File: src/rtl/octant_rom_arbiter.sv
// Round-robin arbiter sharing one fixed-latency octant ROM between NUM_REQ requesters.
// Grants one read per cycle; a ROM_LAT-deep tag pipeline routes each ROM word back to its requester.
module octant_rom_arbiter #(
    parameter int unsigned NUM_REQ = 4,
    parameter int unsigned ADDR_W  = 32,
    parameter int unsigned DATA_W  = 32,
    parameter int unsigned ROM_LAT = 1
) (
    input  logic                      clk,
    input  logic                      reset,
    input  logic [NUM_REQ-1:0]        req_valid,
    input  logic [NUM_REQ*ADDR_W-1:0] req_addr,
    output logic [NUM_REQ-1:0]        req_ready,
    output logic [NUM_REQ-1:0]        rsp_valid,
    output logic [DATA_W-1:0]         rsp_data,
    output logic [ADDR_W-1:0]         rom_addr,
    output logic                      rom_ren,
    input  logic [DATA_W-1:0]         rom_dout,
    output logic                      busy
);

    localparam int unsigned IDX_W = $clog2(NUM_REQ);

    logic [IDX_W-1:0]  rr_ptr_q, rr_ptr_d;
    logic [ADDR_W-1:0] addr_q;
    logic [ROM_LAT-1:0] tag_vld_q;
    logic [IDX_W-1:0]  tag_idx_q [ROM_LAT];

    logic              win_vld;
    logic [IDX_W-1:0]  win_idx;
    int unsigned       idx;

    // First valid requester at or above rr_ptr, wrapping at NUM_REQ-1.
    always_comb begin
        win_vld = 1'b0;
        win_idx = '0;
        idx     = 0;
        for (int unsigned k = 0; k < NUM_REQ; k++) begin
            idx = 32'(rr_ptr_q) + k;
            if (idx >= NUM_REQ) begin
                idx = idx - NUM_REQ;
            end
            if (!win_vld && req_valid[idx]) begin
                win_vld = 1'b1;
                win_idx = IDX_W'(idx);
            end
        end
        if (reset) begin
            win_vld = 1'b0;
        end
    end

    always_comb begin
        rr_ptr_d = (win_idx == IDX_W'(NUM_REQ - 1)) ? '0 : win_idx + 1'b1;
    end

    always_comb begin
        req_ready = '0;
        rom_ren   = win_vld;
        rom_addr  = addr_q;
        if (win_vld) begin
            req_ready[win_idx] = 1'b1;
            rom_addr           = req_addr[win_idx*ADDR_W +: ADDR_W];
        end
    end

    // ROM data is passed straight through in the cycle the tag emerges.
    always_comb begin
        rsp_valid = '0;
        rsp_data  = '0;
        if (tag_vld_q[ROM_LAT-1] && !reset) begin
            rsp_valid[tag_idx_q[ROM_LAT-1]] = 1'b1;
            rsp_data                        = rom_dout;
        end
    end

    assign busy = |tag_vld_q;

    always_ff @(posedge clk or posedge reset) begin
        if (reset) begin
            rr_ptr_q  <= '0;
            addr_q    <= '0;
            tag_vld_q <= '0;
            for (int i = 0; i < ROM_LAT; i++) begin
                tag_idx_q[i] <= '0;
            end
        end else begin
            tag_vld_q[0] <= win_vld;
            tag_idx_q[0] <= win_idx;
            for (int i = 1; i < ROM_LAT; i++) begin
                tag_vld_q[i] <= tag_vld_q[i-1];
                tag_idx_q[i] <= tag_idx_q[i-1];
            end
            if (win_vld) begin
                rr_ptr_q <= rr_ptr_d;
                addr_q   <= rom_addr;
            end
        end
    end

endmodule
File: config.mk
export PLATFORM = sky130hd
export DESIGN_NAME = octant_rom_arbiter
export DESIGN_NICKNAME = d
export VERILOG_FILES = /design/src/rtl/octant_rom_arbiter.sv
export SDC_FILE = /design/constraint.sdc
export NUM_CORES = 1
export LEC_CHECK = 0
export ABC_AREA = 0
export CAP_MARGIN = 15
export CELL_PAD_IN_SITES_DETAIL_PLACEMENT = 2
export CELL_PAD_IN_SITES_GLOBAL_PLACEMENT = 2
export CORE_ASPECT_RATIO = 1.5
export CORE_UTILIZATION = 17
export DETAILED_ROUTE_END_ITERATION = 6
export GPL_ROUTABILITY_DRIVEN = 0
export GPL_TIMING_DRIVEN = 0
export PLACE_DENSITY = 0.91
export SYNTH_ARGS = -nofsm -noshare
export SYNTH_HDL_FRONTEND = slang
export SYNTH_SLANG_ARGS = --single-unit
File: constraint.sdc
create_clock -name clk -period 2.3 [get_ports clk]
set_input_delay 0.345 -clock clk [delete_from_list [all_inputs] [get_ports clk]]
set_output_delay 0.345 -clock clk [all_outputs]
set_load 0.03 [all_outputs]
==> metrics <==
share of cells above drive strength 1 40.10%; Post-Syn Area 3047 µm²; CP endpoint rom_addr[11]; Post-synth EDFFs 0; Yosys warnings 0; Synth area leader dfrtp_1; reg-to-reg endpoint addr_q[22]; die area 18,470 µm²; setup ws final -0.4129 ns; Finished Core Util 41.86%; Final ANT Viol Nets 0; GRT Util Overall 20.38%; DR pass1 iterations 6; vias per inst 4.887; final setup fails 36; crit path launch rr_ptr_q[0]; Highest Clock Rate 0.3686 GHz; Chip Width 111.3 µm; leakage power figure 2.864 nW; CP Class register to primary output; synth top area cells dfrtp_1 (30%), o22ai_1 (13%), mux2i_1 (11%), a211oi_2 (8.6%), o21a_1 (7.9%); initial antenna violation count 2; Starting Density 17.49%; Critical Path AT 2.37 ns; Syn Nets 504; syn_area_per_cell 9.122 µm²; post-layout min period 2.713 ns; diode count 0; TritonCTS buffer count 5; global-route wire length before repair 28,620 µm; Worst Skew 0.007339 ns; Worst Max-Slew Pin Slew 0.8504 ns; maximum clock path buffer count 2; DR vias 4,100; Root Buffer clkbuf_16; H-Tree Depth 2; Yosys reg bits 37; failing checks design-rule violations, negative setup slack; area grow syn2layout 139.4%; cells after synthesis 334; clock latency on the worst-skew pair 0.29 ns; CTS sink cnt 37; most common cell in the netlist o22ai_1; Worst-path clk slew 0.06 ns; wirelength, routed 19,480 µm; Final Cycle Share 118.0%; post-layout power 7.010 mW; DR WL/cell 23.22 µm; Post-CTS Hold Fix Bufs 0; top cells by count, synth o22ai_1 (64), dfrtp_1 (37), and2_1 (36); largest net degree at the start of global routing 38; detailed-route DRC error count 52; Worst R2R Start rr_ptr_q[0]; filler cell count in the final layout 1,795; Async SR Flop Fraction 100.0%; CTS tree yes; top cell type's share of synthesized area 30.39%; Row Count 59; worst rel slew slack 43.22%; worst endpoint required time 1.96 ns; Setup TNS -12.15 ns; synth unique cells 31; Worst Hold Class input port to async pin; DP HPWL 13,800 µm; Place WS -1.591 ns; Nets 796; fin. max-slew vios 0; Port Buffer Count 239; vias in the first global route 4,922; post-synthesis sequential area ratio 30.39%; status finished with violations; RSZ-0062 raised after global routing true; global route total overflow 0; reg2reg path depth 10; CP endpoint kind primary output; crit start category register; Max-Cap Viols 0; I/O pin cnt 240; CP max FO 10; P per Cell Area 961.1 nW/µm²; Die H 166.0 µm; reg2reg setup slack 0.12 ns; final hold viol count 0; Starting DRT DRC Count 145; peak supply drop 0.0004253 V; Main synth FF type dfrtp_1; hold_ws 0.4463 ns; core area 17,420 µm²
[flip-flops by register name, indices dropped and copies added, names as in the netlist]
name and count:
addr_q 32, rr_ptr_q 2, tag_idx_q 2, busy 1
[worst max-delay path, stage by stage, from the launching register on]
cell and delay [ns]:
dfrtp_2 0.41, and2b_4 0.23, nor4b_4 0.28, or2_4 0.21, inv_6 0.04, buf_12 0.15, buf_12 0.16, a211oi_4 0.29
o22ai_2 0.13, buf_6 0.16
[worst min path at each step]
| stage | startpoint | end | slack, ns | depth (start not counted) |
|---|---|---|---|---|
| floorplan | rr_ptr_q[0] | rr_ptr_q[0] | 0.46 | 2 |
| global placement | rr_ptr_q[0] | rr_ptr_q[0] | 0.50 | 2 |
| detailed placement | rr_ptr_q[0] | rr_ptr_q[0] | 0.59 | 2 |
| CTS | reset | addr_q[30] | 0.48 | 2 |
| global route | reset | tag_idx_q[0] | 0.53 | 2 |
| finish | reset | tag_idx_q[0] | 0.45 | 2 |
[kinds of logic (layout without fill, tap and decap cells)]
family / after synthesis / after routing / synth area share [%]
DFF: 37 / 37 / 30.39
buffers and inverters: 39 / 331 / 6.160
AOI/OAI and AO/OA: 166 / 166 / 39.71
and+or+nand+nor: 56 / 56 / 11.58
adders and majority gates: 4 / 4 / 1.643
muxes: 32 / 32 / 10.51
[repair_timing]
item / 4_1_cts / 5_1_grt
setup buffers: 29 / 17
setup endpoints to repair: 105 / 48
pin swaps: 34 / 24
gates resized for setup: 465 / 45
gates cloned: 4 / 0
endpoints found under the hold margin: 0 / 0
[routing by layer]
metal  part of all wire [%]  wire [µm]  global-route usage [%]  up-vias
li1                       -          -                       -     1847
met1                     34       6647                   19.99     2028
met2                     58      11300                   41.36      191
met3                    5.6       1083                   4.234       32
met4                    2.2        433                   6.522        2
met5                  0.082         16                       0        -
[cell type report]
type / count / area, µm² / area share [%]
multi-input combinational: 258 / 2796 / 38.34
timing repair buffer: 285 / 2775 / 38.05
sequential: 37 / 928.4 / 12.73
buffer: 34 / 354.1 / 4.855
tap: 213 / 266.5 / 3.654
clock buffer: 6 / 138.9 / 1.904
inverter: 5 / 26.28 / 0.3603
clock inverter: 1 / 7.507 / 0.1029
[per-stage QoR]
step / cell area, µm² / std cells
floorplan: 3204 / 334
global placement: 5863 / 786
detailed placement: 5863 / 786
CTS: 7116 / 826
global route: 7293 / 839
finish: 7293 / 839
[layout by cell type, fill, tap and decap left out, types with 7 or more instances in the layout]
master,netlist,layout
dfrtp_1,37,35
a211oi_4,0,19
buf_6,4,34
o21a_1,32,32
and2_1,36,32
buf_4,2,49
a211oi_2,21,13
o22ai_2,0,26
o21ai_0,34,21
o21ai_2,0,9
clkdlybuf4s50_1,0,167
clkbuf_2,0,7
dlygate4sd2_1,0,31
o22ai_1,64,38
mux2i_4,0,27
buf_12,0,7
clkbuf_4,0,9
[power by group]
part	total [mW]	internal [mW]	leakage, nW	switching (mW)
clock	0.711	0.426	0.0690	0.285
combinational	5.26	2.57	2.36	2.69
sequential	1.04	0.919	0.433	0.120
total	7.01	3.92	2.86	3.09
No activity file was read; power rests on OpenSTA's default activity.
==> edit 1, RTL diff (same settings) <==
`ADDR_W`: 32 -> 48.
--- a/src/rtl/octant_rom_arbiter.sv
+++ b/src/rtl/octant_rom_arbiter.sv
@@ -3,5 +3,5 @@
 module octant_rom_arbiter #(
     parameter int unsigned NUM_REQ = 4,
-    parameter int unsigned ADDR_W  = 32,
+    parameter int unsigned ADDR_W  = 48,
     parameter int unsigned DATA_W  = 32,
     parameter int unsigned ROM_LAT = 1
Interface: changed (resized req_addr and rom_addr); port bits go from 240 to 320. No check against the original RTL was run, so the function may have changed too.
==> edit 1 against the original RTL <==
The flow finishes with violations (negative setup slack). Sequential power up 36%. Wire length is 39% higher. Non-clock buffer count grew 87. Sequential share of layout area is 2.3 points higher. Cell area increased by 22%. Setup slack improved by 0.037 ns. Power grew 2.2%. Sequential cell count is 16 higher. Area after synthesis up 46%. Synthesized cell count grew 57%. Largest cell class unchanged. Highest routed layer is now met4.
==> edit 1: results <==
group,metric,value,unit
detailed_routing,top_layer,"met4",
detailed_routing,met2WireLength,15.02,mm
pwr,cellLeakagePower,3.714,nW
sta,worst_clock_skew,0.01071,ns
sta,postLayoutSetupSlackWorst,-0.3758,ns
finish,largestRegisters,"addr_q: 48 flops, rr_ptr_q: 2 flops, tag_idx_q: 2 flops",
pwr,vdd.ir_drop.worst,335.3,µV
place,placement.cell_area,8148,µm²
clock_tree,clkTransAtPathRegs,0.08,ns
global_route,use_met2,0.3943,
pwr,total_power,0.007167,W
place,placement.io_buffers,319,
finish,final-instance-count-excl-fill,1215,
finish,design.final.nets,1113,
global_route,pin_count_of_the_biggest_net_entering_global_routing,32,
detailed_routing,iter_0_drt_violations,166,
detailed_routing,wl_per_cell,22.34,µm
outcome,violations_in_the_final_reports,"negative setup slack",
sta,timing.max_slew.rel_slack,0.5182,
sta,final-setup-viol-count,51,
sta,final.setup.tns,-13.33,ns
global_route,antenna_found_initial,1,
detailed_routing,met1_length,10.05,mm
synth,synth_compound_area_frac,0.3325,
pwr,power_report.internal_total,0.003863,W
clock_tree,post-cts-setup-buffer-count,23,
critical_path,critPathArrivalTime,2.33,ns
pwr,pg_clk,0.000811,W
outcome,outcome,"finished, violations left",
global_route,groute.usage.overall,0.2025,
synth,post_synth_fa_ha_maj_area_fraction,0.01124,
place,placed_cells_incl_taps,1176,
detailed_routing,met3_wirelength,1.150,mm
clock_tree,worstSkewPairLatency,0.31,ns
synth,post_synthesis_cell_type_count,29,
synth,synth.area.mux_share,0.1079,
place,post-place-ws,-1.613,ns
synth,synth_top_cells_by_area,"dfrtp_1, o211ai_1, mux2i_1",
clock_tree,cts-resized-gates,491,
-- edit 1: cell types whose count changed after synthesis, moves of 11 or more --
cell	before	now
o211ai_1	0	96
o22ai_1	64	0
nand2_1	6	56
a21o_1	1	49
nand4_1	0	48
o31ai_1	0	48
o21ai_0	34	0
o21a_1	32	1
a211oi_2	21	0
dfrtp_1	37	53
mux2i_1	32	48
buf_2	3	17
clkbuf_1	22	35
a211oi_1	11	0
-- edit 1: area by class of cell --
cell class	instances	area, µm²
Tap cell	333	416.7
Fill cell	2864	16900
Timing Repair Buffer	348	3293
Sequential cell	53	1329
Buffer	58	529.3
Clock inverter	1	7.507
Timing Repair inverter	1	5.005
Clock buffer	7	132.6
Multi-Input combinational cell	408	3127
Inverter	4	23.77
Antenna cell	2	5.005
-- edit 1: worst max-delay path: stages (launching register included) --
cell	delay, ns
dfrtp_2	0.46
nor2b_4	0.15
o21a_4	0.22
nor3_4	0.14
inv_2	0.09
buf_12	0.16
buf_12	0.15
mux2i_4	0.19
o211ai_1	0.23
buf_4	0.21
-- edit 1: path summary, 6_finish.rpt --
kind,start,endpoint,slack (ns),cells past startpoint
worst max-delay path,rr_ptr_q[1]$_DFFE_PP0P_,rom_addr[26],-0.38,9
worst min-delay path,reset,addr_q[33]$_DFFE_PP0P_,0.49,2
worst max register to register,rr_ptr_q[1]$_DFFE_PP0P_,addr_q[12]$_DFFE_PP0P_,0.13,9
worst min register to register,addr_q[46]$_DFFE_PP0P_,addr_q[46]$_DFFE_PP0P_,0.49,2
max in group asynchronous,reset,addr_q[0]$_DFFE_PP0P_,1.33,4
min in group clk,addr_q[46]$_DFFE_PP0P_,addr_q[46]$_DFFE_PP0P_,0.50,2
==> edit 2, RTL diff (same settings) <==
Made on the original files. Make the reset (`reset`) synchronous in one clocked block.
--- a/src/rtl/octant_rom_arbiter.sv
+++ b/src/rtl/octant_rom_arbiter.sv
@@ -77,5 +77,5 @@
     assign busy = |tag_vld_q;
 
-    always_ff @(posedge clk or posedge reset) begin
+    always_ff @(posedge clk) begin
         if (reset) begin
             rr_ptr_q  <= '0;
Behaviour: differs if reset is asserted again (counterexample within 4 cycles, from zero or initial values and one cycle with reset high); with reset held inactive, the same outputs for 10 cycles.
==> edit 2 against the original RTL <==
Cell count is 0.83% lower. Core utilization is 3.5 points higher. Wire length increased by 2.5%. Area after synthesis fell by 6.3%. Power down 33%. Sequential cell count unchanged. Cell area is 1.7% higher. Fmax is 9.4% higher. The flow finishes with violations (negative setup slack). Setup slack gained 0.23 ns. Count of clock-buffer cells in the layout rose by 1. Sequential share of layout area is 2.6 points lower.
==> edit 2: results <==
group,metric,value,unit
critical_path,critPathArrivalTime,2.13,ns
global_route,use_met2,0.3770,
synth,synth_top_flop_cell,"dfxtp_1",
synth,synth_top_cells_by_area,"dfxtp_1, mux2i_1, o221ai_1",
critical_path,worst_path_dominant_cell_family,"compound AO/OA/AOI/OAI gates",
worst_hold_path,hold_path_class,"in2reg",
detailed_routing,met1_length,6.459,mm
finish,drive_gt1_frac,0.3600,
global_route,first_pass_grt_wire_length,25.18,mm
place,placed_cells_incl_taps,778,
critical_path,crit_fanout,8,
global_route,first_global_vias,4550,
synth,synth_common_cells,"nand2_1, mux2i_1, o221ai_1, dfxtp_1, and2_1",
outcome,violations_in_the_final_reports,"negative setup slack",
pwr,power_report.internal_total,0.002788,W
finish,fillerInstances,1658,
critical_path,crit_path_max_incr_delay,0.37,ns
synth,post_synthesis_cell_type_count,28,
global_route,grt_use_met3,0.03734,
detailed_routing,iter_0_drt_violations,82,
global_route,pin_count_of_the_biggest_net_entering_global_routing,12,
detailed_routing,top_layer,"met4",
detailed_routing,wl_per_cell,24.01,µm
finish,design.final.nets,795,
synth,synth_seq_area_share,0.2595,
global_route,groute.usage.overall,0.1909,
place,hpwl,12.64,mm
outcome,outcome,"finished, violations left",
synth,mappedNetlistNets,503,
sta,worst_clock_skew,0.01067,ns
sta,postLayoutSetupSlackWorst,-0.1797,ns
detailed_routing,routed-via-count,4114,
sta,worst-slew-pin-transition,0.5524,ns
global_route,antenna_found_initial,1,
synth,async_flop_share,0,
synth,synth_enable_flop_cells,0,
sta,final-setup-viol-count,35,
critical_path,timing.critical_path.slowest_stage_cell,"dfxtp_4",
synth,postSynthCellCount,333,
detailed_routing,met2WireLength,11.77,mm
pwr,cellLeakagePower,2.904,nW
detailed_routing,met3_wirelength,1.055,mm
==> edit 2: cell count changes after synthesis, sizes merged, moves of 13 or more <==
cell | unedited run | this run
dfrtp | 37 | 0
mux2i | 32 | 64
o22ai | 64 | 2
a211oi | 32 | 0
o221ai | 0 | 64
o21a | 32 | 0
dfxtp | 0 | 37
clkbuf | 22 | 9
nand2 | 6 | 68
o21ai | 34 | 0
==> edit 2: layout make-up <==
class,count,area share
Buffer,30,0.05130
Sequential cell,37,0.1009
Tap cell,206,0.03476
Clock buffer,7,0.01924
Antenna cell,1,0.0003375
Timing Repair Buffer,285,0.3891
Inverter,7,0.004556
Multi-Input combinational cell,259,0.3998
==> edit 2: kinds of logic (layout without fill, tap and decap cells) <==
kind of cell	after synthesis	count (layout)	share of synthesized area
AND/OR/NAND/NOR	121	121	0.2043
AO/OA/AOI/OAI	70	70	0.2131
multiplexers	64	64	0.2245
flip-flops	37	37	0.2595
buffers and inverters	37	329	0.08111
adder cells (fa/ha/maj)	4	4	0.01754
other	0	1	0
==> edit 2: metrics by stage <==
stage / setup slack (ns) / util / cell area, µm² / TNS [ns] / total power, W
global route: -0.2380 / 0.4540 / 7415 / -6.870 / 0.004861
CTS: -0.1502 / 0.3930 / 6419 / -4.179 / 0.003974
finish: -0.1797 / 0.4540 / 7415 / -4.418 / 0.004682
global placement: -1.155 / 0.3370 / 5504 / -62.84 / 0.002715
detailed placement: -1.262 / 0.3370 / 5504 / -74.89 / 0.002788
floorplan: 0.09705 / - / 2854 / 0 / 0.001882
==> edit 2: power by group through the flow <==
| stage | Sequential [W] | Clock [W] | Combinational, W |
|---|---|---|---|
| detailed placement | 0.000839 | 0 | 0.00195 |
| global placement | 0.000825 | 0 | 0.00189 |
| finish | 0.000844 | 0.000702 | 0.00314 |
| floorplan | 0.000819 | 0 | 0.00106 |
| CTS | 0.000829 | 0.000718 | 0.00243 |
| global route | 0.000855 | 0.000741 | 0.00326 |
==> edit 2: worst paths after layout <==
check | depth (start not counted) | slack [ns] | from | to
setup / recovery | 7 | -0.18 | rr_ptr_q[0]$_SDFFE_PP0P_ | rom_addr[3]
setup reg to reg | 7 | 0.30 | rr_ptr_q[0]$_SDFFE_PP0P_ | addr_q[23]$_SDFFE_PP0P_
hold reg to reg | 2 | 0.47 | addr_q[19]$_SDFFE_PP0P_ | addr_q[19]$_SDFFE_PP0P_
hold / removal | 4 | 0.43 | req_valid[2] | rr_ptr_q[1]$_SDFFE_PP0P_
==> edit 2: timing repair <==
action,4_1_cts,5_1_grt
cloned,2,4
buffers inserted,20,20
pin swaps,15,30
endpoints found under the setup margin,104,38
resized for setup,410,132
